$ cat config.mk
export PLATFORM = sky130hd
export DESIGN_NAME = bscan_user_regs_flat
export DESIGN_NICKNAME = d
export VERILOG_FILES = /design/src/rtl/bscan_user_pkg.sv /design/src/rtl/bscan_user_regs_if.sv /design/src/rtl/bscan_sync.sv /design/src/rtl/bscan_user_regs.sv /design/src/flat_wrapper.sv
export SDC_FILE = /design/constraint.sdc
export NUM_CORES = 1
export LEC_CHECK = 0
export ABC_CLOCK_PERIOD_IN_PS = 2800
export BUFFER_PORTS_ARGS = -buffer_cell sky130_fd_sc_hd__buf_2
export CORE_MARGIN = 2
export CORE_UTILIZATION = 46
export CTS_CLUSTER_SIZE = 24
export DETAILED_ROUTE_END_ITERATION = 12
export PLACE_DENSITY = 0.76
export SLEW_MARGIN = 10
export SYNTH_ARGS = -nofsm -noshare
export SYNTH_HDL_FRONTEND = slang
export SYNTH_SLANG_ARGS = --single-unit
$ cat constraint.sdc
create_clock -name clk -period 2.8 [get_ports clk]
set_input_delay 0.28 -clock clk [delete_from_list [all_inputs] [get_ports clk]]
set_output_delay 0.28 -clock clk [all_outputs]
set_load 0.1 [all_outputs]
$ cat src/rtl/bscan_user_pkg.sv
// Shared types, field-offset helpers and constants for the BSCAN user-register bank.
package bscan_user_pkg;

    localparam int unsigned XFER_CNT_W = 16;

    typedef enum logic [0:0] {
        IDLE = 1'b0,
        SCAN = 1'b1
    } state_t;

    // Raw BSCANE2 outputs as one vector for the synchronizer
    typedef struct packed {
        logic update;
        logic shift;
        logic capture;
        logic sel;
        logic tdi;
        logic tck;
    } bscan_in_t;

    // Control/data sampled just before a detected TCK rise
    typedef struct packed {
        logic sel;
        logic capture;
        logic shift;
        logic tdi;
    } bscan_ctl_t;

    function automatic int unsigned chan_w(input int unsigned num_channels);
        int unsigned w;
        w = 1;
        for (int i = 1; i < 32; i++) begin
            if ((32'd1 << i) < num_channels) w = i + 1;
        end
        return w;
    endfunction

    function automatic int unsigned chan_lo(input int unsigned data_width);
        return data_width;
    endfunction

    function automatic int unsigned flag_bit(input int unsigned data_width,
                                             input int unsigned num_channels);
        return data_width + chan_w(num_channels);
    endfunction

    function automatic int unsigned dr_len(input int unsigned data_width,
                                           input int unsigned num_channels);
        return flag_bit(data_width, num_channels) + 1;
    endfunction

endpackage

$ cat src/rtl/bscan_user_regs_if.sv
// BSCANE2 USER-chain signal bundle; master is the primitive side, slave the fabric logic.
interface bscan_user_regs_if;
    logic tck;
    logic tdi;
    logic sel;
    logic capture;
    logic shift;
    logic update;
    logic tdo;

    modport master (output tck, tdi, sel, capture, shift, update, input tdo);
    modport slave  (input tck, tdi, sel, capture, shift, update, output tdo);
endinterface

$ cat src/rtl/bscan_sync.sv
// Synchronizes the BSCANE2 outputs into clk and produces registered edge pulses
// plus the pre-edge control sample that goes with each TCK rise.
module bscan_sync
    import bscan_user_pkg::*;
#(
    parameter int unsigned SYNC_STAGES = 2
) (
    input  logic       clk,
    input  logic       rst,
    input  bscan_in_t  raw,
    output bscan_ctl_t pre,
    output logic       tck_rise,
    output logic       update_rise,
    output logic       sel_fall
);

    bscan_in_t stage [SYNC_STAGES];
    logic      last_sel;
    logic      last_upd;

    // Edges compare the last two synced samples; update/sel edges lag one cycle
    // so the update decode lines up with the two-register TCK-to-TDO path.
    always_ff @(posedge clk) begin
        if (rst) begin
            for (int i = 0; i < SYNC_STAGES; i++) stage[i] <= '0;
            pre         <= '0;
            last_sel    <= 1'b0;
            last_upd    <= 1'b0;
            tck_rise    <= 1'b0;
            update_rise <= 1'b0;
            sel_fall    <= 1'b0;
        end else begin
            stage[0] <= raw;
            for (int i = 1; i < SYNC_STAGES; i++) stage[i] <= stage[i-1];
            pre         <= '{sel:     stage[SYNC_STAGES-1].sel,
                             capture: stage[SYNC_STAGES-1].capture,
                             shift:   stage[SYNC_STAGES-1].shift,
                             tdi:     stage[SYNC_STAGES-1].tdi};
            last_sel    <= stage[SYNC_STAGES-1].sel;
            last_upd    <= stage[SYNC_STAGES-1].sel & stage[SYNC_STAGES-1].update;
            tck_rise    <= stage[SYNC_STAGES-2].tck & ~stage[SYNC_STAGES-1].tck;
            update_rise <= stage[SYNC_STAGES-1].sel & stage[SYNC_STAGES-1].update & ~last_upd;
            sel_fall    <= ~stage[SYNC_STAGES-1].sel & last_sel;
        end
    end

endmodule

$ cat src/rtl/bscan_user_regs.sv
// JTAG user-register bank: decodes USER-chain DR scans into channel writes and
// readbacks, with sticky length/address error flags and a transfer counter.
module bscan_user_regs
    import bscan_user_pkg::*;
#(
    parameter int unsigned DATA_WIDTH   = 32,
    parameter int unsigned NUM_CHANNELS = 4,
    parameter int unsigned SYNC_STAGES  = 2
) (
    input  logic                                 clk,
    input  logic                                 rst,
    bscan_user_regs_if.slave                     jtag,
    input  logic [NUM_CHANNELS*DATA_WIDTH-1:0]   ch_rd_i,
    output logic [NUM_CHANNELS*DATA_WIDTH-1:0]   ch_data_o,
    output logic                                 wr_valid,
    output logic [chan_w(NUM_CHANNELS)-1:0]      wr_chan,
    output logic                                 len_err,
    output logic                                 addr_err,
    input  logic                                 err_clr,
    output logic [XFER_CNT_W-1:0]                xfer_count
);

    localparam int unsigned CHAN_W  = chan_w(NUM_CHANNELS);
    localparam int unsigned CHAN_LO = chan_lo(DATA_WIDTH);
    localparam int unsigned FLAG    = flag_bit(DATA_WIDTH, NUM_CHANNELS);
    localparam int unsigned DR_LEN  = dr_len(DATA_WIDTH, NUM_CHANNELS);
    localparam int unsigned CNT_W   = $clog2(DR_LEN + 2);

    bscan_ctl_t pre;
    logic       tck_rise;
    logic       update_rise;
    logic       sel_fall;

    bscan_sync #(.SYNC_STAGES(SYNC_STAGES)) u_sync (
        .clk         (clk),
        .rst         (rst),
        .raw         ({jtag.update, jtag.shift, jtag.capture, jtag.sel, jtag.tdi, jtag.tck}),
        .pre         (pre),
        .tck_rise    (tck_rise),
        .update_rise (update_rise),
        .sel_fall    (sel_fall)
    );

    logic [DATA_WIDTH-1:0] ch_rd [NUM_CHANNELS];
    logic [DATA_WIDTH-1:0] ch_q  [NUM_CHANNELS];

    for (genvar k = 0; k < NUM_CHANNELS; k++) begin : g_ch
        assign ch_rd[k]                               = ch_rd_i[k*DATA_WIDTH +: DATA_WIDTH];
        assign ch_data_o[k*DATA_WIDTH +: DATA_WIDTH]  = ch_q[k];
    end

    state_t                state_q, state_d;
    logic [DR_LEN-1:0]     sr_q, sr_d;
    logic [CNT_W-1:0]      bit_cnt_q, bit_cnt_d;
    logic [CHAN_W-1:0]     rd_ptr_q, rd_ptr_d;
    logic [CHAN_W-1:0]     wr_chan_d;
    logic [CHAN_W-1:0]     sr_chan;
    logic [XFER_CNT_W-1:0] xfer_d;
    logic                  wr_d;
    logic                  len_set;
    logic                  addr_set;
    logic                  tdo_q;

    assign sr_chan  = sr_q[CHAN_LO +: CHAN_W];
    assign jtag.tdo = tdo_q;

    // Scan sequencing and update decode; a capture always wins and reloads sr
    always_comb begin
        state_d   = state_q;
        sr_d      = sr_q;
        bit_cnt_d = bit_cnt_q;
        rd_ptr_d  = rd_ptr_q;
        wr_chan_d = wr_chan;
        xfer_d    = xfer_count;
        wr_d      = 1'b0;
        len_set   = 1'b0;
        addr_set  = 1'b0;
        if (tck_rise && pre.sel && pre.capture) begin
            state_d   = SCAN;
            sr_d      = {1'b1, rd_ptr_q, ch_rd[rd_ptr_q]};
            bit_cnt_d = '0;
        end else if (state_q == SCAN) begin
            if (update_rise) begin
                state_d = IDLE;
                if (bit_cnt_q != CNT_W'(DR_LEN)) begin
                    len_set = 1'b1;
                end else if (32'(sr_chan) >= 32'(NUM_CHANNELS)) begin
                    addr_set = 1'b1;
                end else begin
                    rd_ptr_d = sr_chan;
                    xfer_d   = xfer_count + XFER_CNT_W'(1);
                    if (sr_q[FLAG]) begin
                        wr_d      = 1'b1;
                        wr_chan_d = sr_chan;
                    end
                end
            end else if (sel_fall) begin
                state_d = IDLE;
            end else if (tck_rise && pre.sel && pre.shift) begin
                sr_d = {pre.tdi, sr_q[DR_LEN-1:1]};
                if (bit_cnt_q != CNT_W'(DR_LEN + 1)) bit_cnt_d = bit_cnt_q + CNT_W'(1);
            end
        end
    end

    always_ff @(posedge clk) begin
        if (rst) begin
            state_q    <= IDLE;
            sr_q       <= '0;
            bit_cnt_q  <= '0;
            rd_ptr_q   <= '0;
            tdo_q      <= 1'b0;
            wr_valid   <= 1'b0;
            wr_chan    <= '0;
            len_err    <= 1'b0;
            addr_err   <= 1'b0;
            xfer_count <= '0;
            for (int i = 0; i < NUM_CHANNELS; i++) ch_q[i] <= '0;
        end else begin
            state_q    <= state_d;
            sr_q       <= sr_d;
            bit_cnt_q  <= bit_cnt_d;
            rd_ptr_q   <= rd_ptr_d;
            tdo_q      <= sr_q[0];
            wr_valid   <= wr_d;
            wr_chan    <= wr_chan_d;
            len_err    <= len_set  | (len_err  & ~err_clr);
            addr_err   <= addr_set | (addr_err & ~err_clr);
            xfer_count <= xfer_d;
            if (wr_d) ch_q[wr_chan_d] <= sr_q[DATA_WIDTH-1:0];
        end
    end

endmodule
$ cat src/flat_wrapper.sv
// flat-port wrapper written by rule: the top's interface ports become plain ports
module bscan_user_regs_flat import bscan_user_pkg::*;
#(
    parameter int unsigned DATA_WIDTH   = 32,
    parameter int unsigned NUM_CHANNELS = 4,
    parameter int unsigned SYNC_STAGES  = 2
)
  (clk, rst, ch_rd_i, ch_data_o, wr_valid, wr_chan, len_err, addr_err, err_clr, xfer_count, jtag_tck, jtag_tdi, jtag_sel, jtag_capture, jtag_shift, jtag_update, jtag_tdo);
  bscan_user_regs_if jtag_i ();
  input  logic clk;
  input  logic rst;
  input  logic [NUM_CHANNELS*DATA_WIDTH-1:0] ch_rd_i;
  output logic [NUM_CHANNELS*DATA_WIDTH-1:0] ch_data_o;
  output logic wr_valid;
  output logic [chan_w(NUM_CHANNELS)-1:0] wr_chan;
  output logic len_err;
  output logic addr_err;
  input  logic err_clr;
  output logic [XFER_CNT_W-1:0] xfer_count;
  input wire logic [$bits(jtag_i.tck)-1:0] jtag_tck;
  input wire logic [$bits(jtag_i.tdi)-1:0] jtag_tdi;
  input wire logic [$bits(jtag_i.sel)-1:0] jtag_sel;
  input wire logic [$bits(jtag_i.capture)-1:0] jtag_capture;
  input wire logic [$bits(jtag_i.shift)-1:0] jtag_shift;
  input wire logic [$bits(jtag_i.update)-1:0] jtag_update;
  output wire logic [$bits(jtag_i.tdo)-1:0] jtag_tdo;
  assign jtag_i.tck = jtag_tck;
  assign jtag_i.tdi = jtag_tdi;
  assign jtag_i.sel = jtag_sel;
  assign jtag_i.capture = jtag_capture;
  assign jtag_i.shift = jtag_shift;
  assign jtag_i.update = jtag_update;
  assign jtag_tdo = jtag_i.tdo;
  bscan_user_regs #(.DATA_WIDTH(DATA_WIDTH), .NUM_CHANNELS(NUM_CHANNELS), .SYNC_STAGES(SYNC_STAGES)) u_core (.clk(clk), .rst(rst), .jtag(jtag_i), .ch_rd_i(ch_rd_i), .ch_data_o(ch_data_o), .wr_valid(wr_valid), .wr_chan(wr_chan), .len_err(len_err), .addr_err(addr_err), .err_clr(err_clr), .xfer_count(xfer_count));
endmodule
==> flow_summary.json <==
{
  "status": "finished clean",
  "ctsLongestPathBuffers": 3,
  "ys_warn_count": 0,
  "path_delay_family": "simple AND/OR/NAND/NOR gates",
  "synthTopCellsByArea": "edfxtp_1 44%, dfxtp_1 20%, and2_1 9.2%",
  "crit_chain": "ha_1 > nor2b_1 > or4b_1 > nor4b_4 > or2_2 > buf_12",
  "arrival_ps": 2720,
  "setup_tns_ps": 0,
  "tightestPinTransition_ps": 528,
  "wl_met1_um": 9160,
  "setup_violations": 0,
  "cp.depth": 6,
  "hp-class": "input pin to register",
  "cap_violations": 0,
  "drt-pass1-iter-count": 7,
  "crit_slowest_cell": "or4b_1",
  "antenna_cells": 0,
  "worst_slack_ps": 273,
  "synth_fa_ha_area_frac": 0.00425,
  "synth.yosys.seq_area_share": 0.631,
  "slowest_delay_ps": 620,
  "yosysTopAreaCell": "edfxtp_1",
  "gp_congestion": 0.841,
  "crit_start": "u_core.bit_cnt_q[1]",
  "p_leak_uw": 0.00450,
  "insertion_delay_ps": 510,
  "worst-path-max-fanout": 32,
  "p_per_area_nw_per_um2": 647,
  "top_layer_used": "met4",
  "synth_cell_types": 48,
  "ys_ff_latch": 214,
  "vias": 6528,
  "synth-simple-area-share": 0.185,
  "fin_nets": 1098,
  "wl_um": 23300,
  "finalHoldViolCount": 0,
  "place_hpwl_um": 16200,
  "placed_area_sq_um": 10600,
  "grt_pass1_vias": 6366,
  "fmax_ghz": 0.396,
  "clock_skew_ps": 7.46,
  "fin_crit_sh": 0.902,
  "boundaryPins": 287,
  "syn-cell-area_sq_um": 8830,
  "r2r-end": "u_core.ch_q[1][21]",
  "fin_crit_ps": 2530,
  "post-synth-top-count-cell": "and2_1",
  "wire_per_inst_um": 19.3,
  "grt_max_degree": 43,
  "area_growth_pct": 29.4,
  "synth-xor-area-share": 0.00595,
  "vias_per_cell": 5.40,
  "r2r_setup_slack_ps": 270,
  "rsz0062_at_grt": "no",
  "clk_pin_slew_ps": 60,
  "tritoncts": "done",
  "max_slew_margin": 0.650,
  "rows": 50,
  "post_cts_buffers": 0,
  "grt_first_pass_wirelength_um": 34600,
  "start_util": 0.470,
  "post_cts_resized": 0,
  "worstPathRequired_ps": 3000,
  "synth-main-ff-cell": "edfxtp_1",
  "syn-instance-count": 662,
  "syn-num-nets": 802,
  "antenna_found_initial": 0,
  "htreeDepth": 1,
  "synth_area_per_cell_sq_um": 13.3,
  "wl_met3_um": 1780,
  "first_iter_violations": 601,
  "track_usage": 0.222,
  "coreArea_sq_um": 18800,
  "path_class": "register to register",
  "grt_overflow_total": 0,
  "synth_top_area_frac": 0.435,
  "met2_length_um": 11700,
  "r2r-start": "u_core.bit_cnt_q[1]",
  "cts-hold-fix-buffers": 7,
  "slew_viol_final": 0,
  "cts.sinks": 214,
  "fin_area_sq_um": 11400,
  "cts-root-buf": "clkbuf_16",
  "synth-edff-count": 128,
  "numCtsBuffers": 22,
  "final_layout_size_suffix_gt1_frac": 0.406,
  "die_x_um": 143,
  "crit_path_end_kind": "register",
  "ant_nets": 0,
  "synthMuxAreaShare": 0.0851,
  "dieArea_sq_um": 20300,
  "whs_path_depth": 4,
  "synth_top_family_by_area": "simple AND/OR/NAND/NOR gates",
  "post-place-ws_ps": 292,
  "port_buffers": 286,
  "crit_path_start_kind": "register",
  "endpoint": "u_core.ch_q[1][21]",
  "drc": 0,
  "die_height_um": 143,
  "rr_worst_depth": 6,
  "synth_common_cells": "130 x and2_1, 128 x edfxtp_1, 86 x dfxtp_1",
  "cp.buffers_inverters": 1,
  "ir_drop_mv": 0.367,
  "async_flop_share": 0,
  "synth_compound_area_frac": 0.0631
}
-- state kept, by name, summed over array words and instances (netlist names) --
signal	count
u_core.addr_err	1
u_core.bit_cnt_q	6
u_core.ch_q	128
u_core.jtag.tdo	1
u_core.len_err	1
u_core.rd_ptr_q	2
u_core.sr_q	35
u_core.state_q	1
u_core.u_sync.last_sel	1
u_core.u_sync.last_upd	1
u_core.u_sync.pre	3
u_core.u_sync.sel_fall	1
u_core.u_sync.stage	12
u_core.u_sync.tck_rise	1
u_core.u_sync.update_rise	1
u_core.wr_chan	2
u_core.wr_valid	1
u_core.xfer_count	16
-- kinds of logic (layout without fill, tap and decap cells) --
kind of cell,count (synthesis),after routing
fa+ha+maj,3,3
simple gates,276,276
xor+xnor,6,6
compound gates,73,73
mux,35,35
flops,214,214
buf+inv,55,367
-- cell type report --
type                       instances  area, sq um
inverter                           8         30.0
sequential                       214         5570
tap                              234          293
timing repair buffer             319         1760
multi-input combinational        393         3060
clock inverter                    14          139
fill                            1454         7350
clock buffer                      26          576
-- power breakdown --
| part | internal (uW) | total, uW | switching [uW] |
|---|---|---|---|
| Sequential | 3430 | 3460 | 33.3 |
| Clock | 1670 | 2870 | 1200 |
| Combinational | 190 | 1060 | 867 |
| Total | 5290 | 7390 | 2100 |
-- through the flow --
stage	cells	total power [uW]	utilization	hold WS, ps
detailed placement	1161	4590	0.567	387
global placement	1161	4580	0.567	372
finish	1208	7390	0.608	260
CTS	1208	7440	0.608	247
floorplan	662	4340	-	356
global route	1208	7580	0.608	265
-- metal layers --
layer,GRT usage,vias up
met3,0.0410,49
met2,0.388,303
met5,0,-
li1,-,3045
met1,0.277,3131
met4,0.0771,0
-- tightest hold or removal path, delay by kind of cell --
family / cells / cell delay (ps)
simple gates: 1 / 80
compound gates: 1 / 70
mux: 1 / 220
buf+inv: 1 / 70
-- cells in the final DEF, fill, tap and decap left out, types with 3 or more instances in the layout --
master | Yosys | layout
nand2_1 | 28 | 28
nand4_1 | 4 | 4
xnor2_1 | 3 | 3
nor2_1 | 45 | 44
ha_1 | 3 | 3
or3_1 | 6 | 6
nor2b_1 | 20 | 20
clkbuf_1 | 33 | 3
buf_4 | 0 | 21
o31ai_1 | 6 | 6
nor3b_1 | 4 | 4
and4_1 | 3 | 3
nand3_1 | 6 | 6
mux4_2 | 32 | 32
mux2i_1 | 3 | 3
clkbuf_16 | 0 | 22
dfxtp_1 | 86 | 84
or4_1 | 8 | 8
xor2_1 | 3 | 3
edfxtp_1 | 128 | 128
inv_1 | 8 | 8
a311oi_1 | 6 | 6
a21oi_1 | 20 | 19
buf_12 | 0 | 5
a222oi_1 | 28 | 28
buf_2 | 1 | 286
dlygate4sd3_1 | 0 | 7
o21ai_0 | 8 | 8
clkinv_2 | 0 | 5
and2_1 | 130 | 130
or2_2 | 3 | 3
-- worst min-delay path by stage --
stage	startpoint	to	slack, ps
final	ch_rd_i[123]	u_core.sr_q[27]	260
after global routing	ch_rd_i[74]	u_core.sr_q[10]	270
after CTS	ch_rd_i[123]	u_core.sr_q[27]	250
after detailed placement	u_core.u_sync.last_upd	u_core.u_sync.update_rise	390
after global placement	u_core.u_sync.last_upd	u_core.u_sync.update_rise	370
after floorplan	err_clr	u_core.addr_err	360
Note: power is estimated with default switching activity, not from simulation.
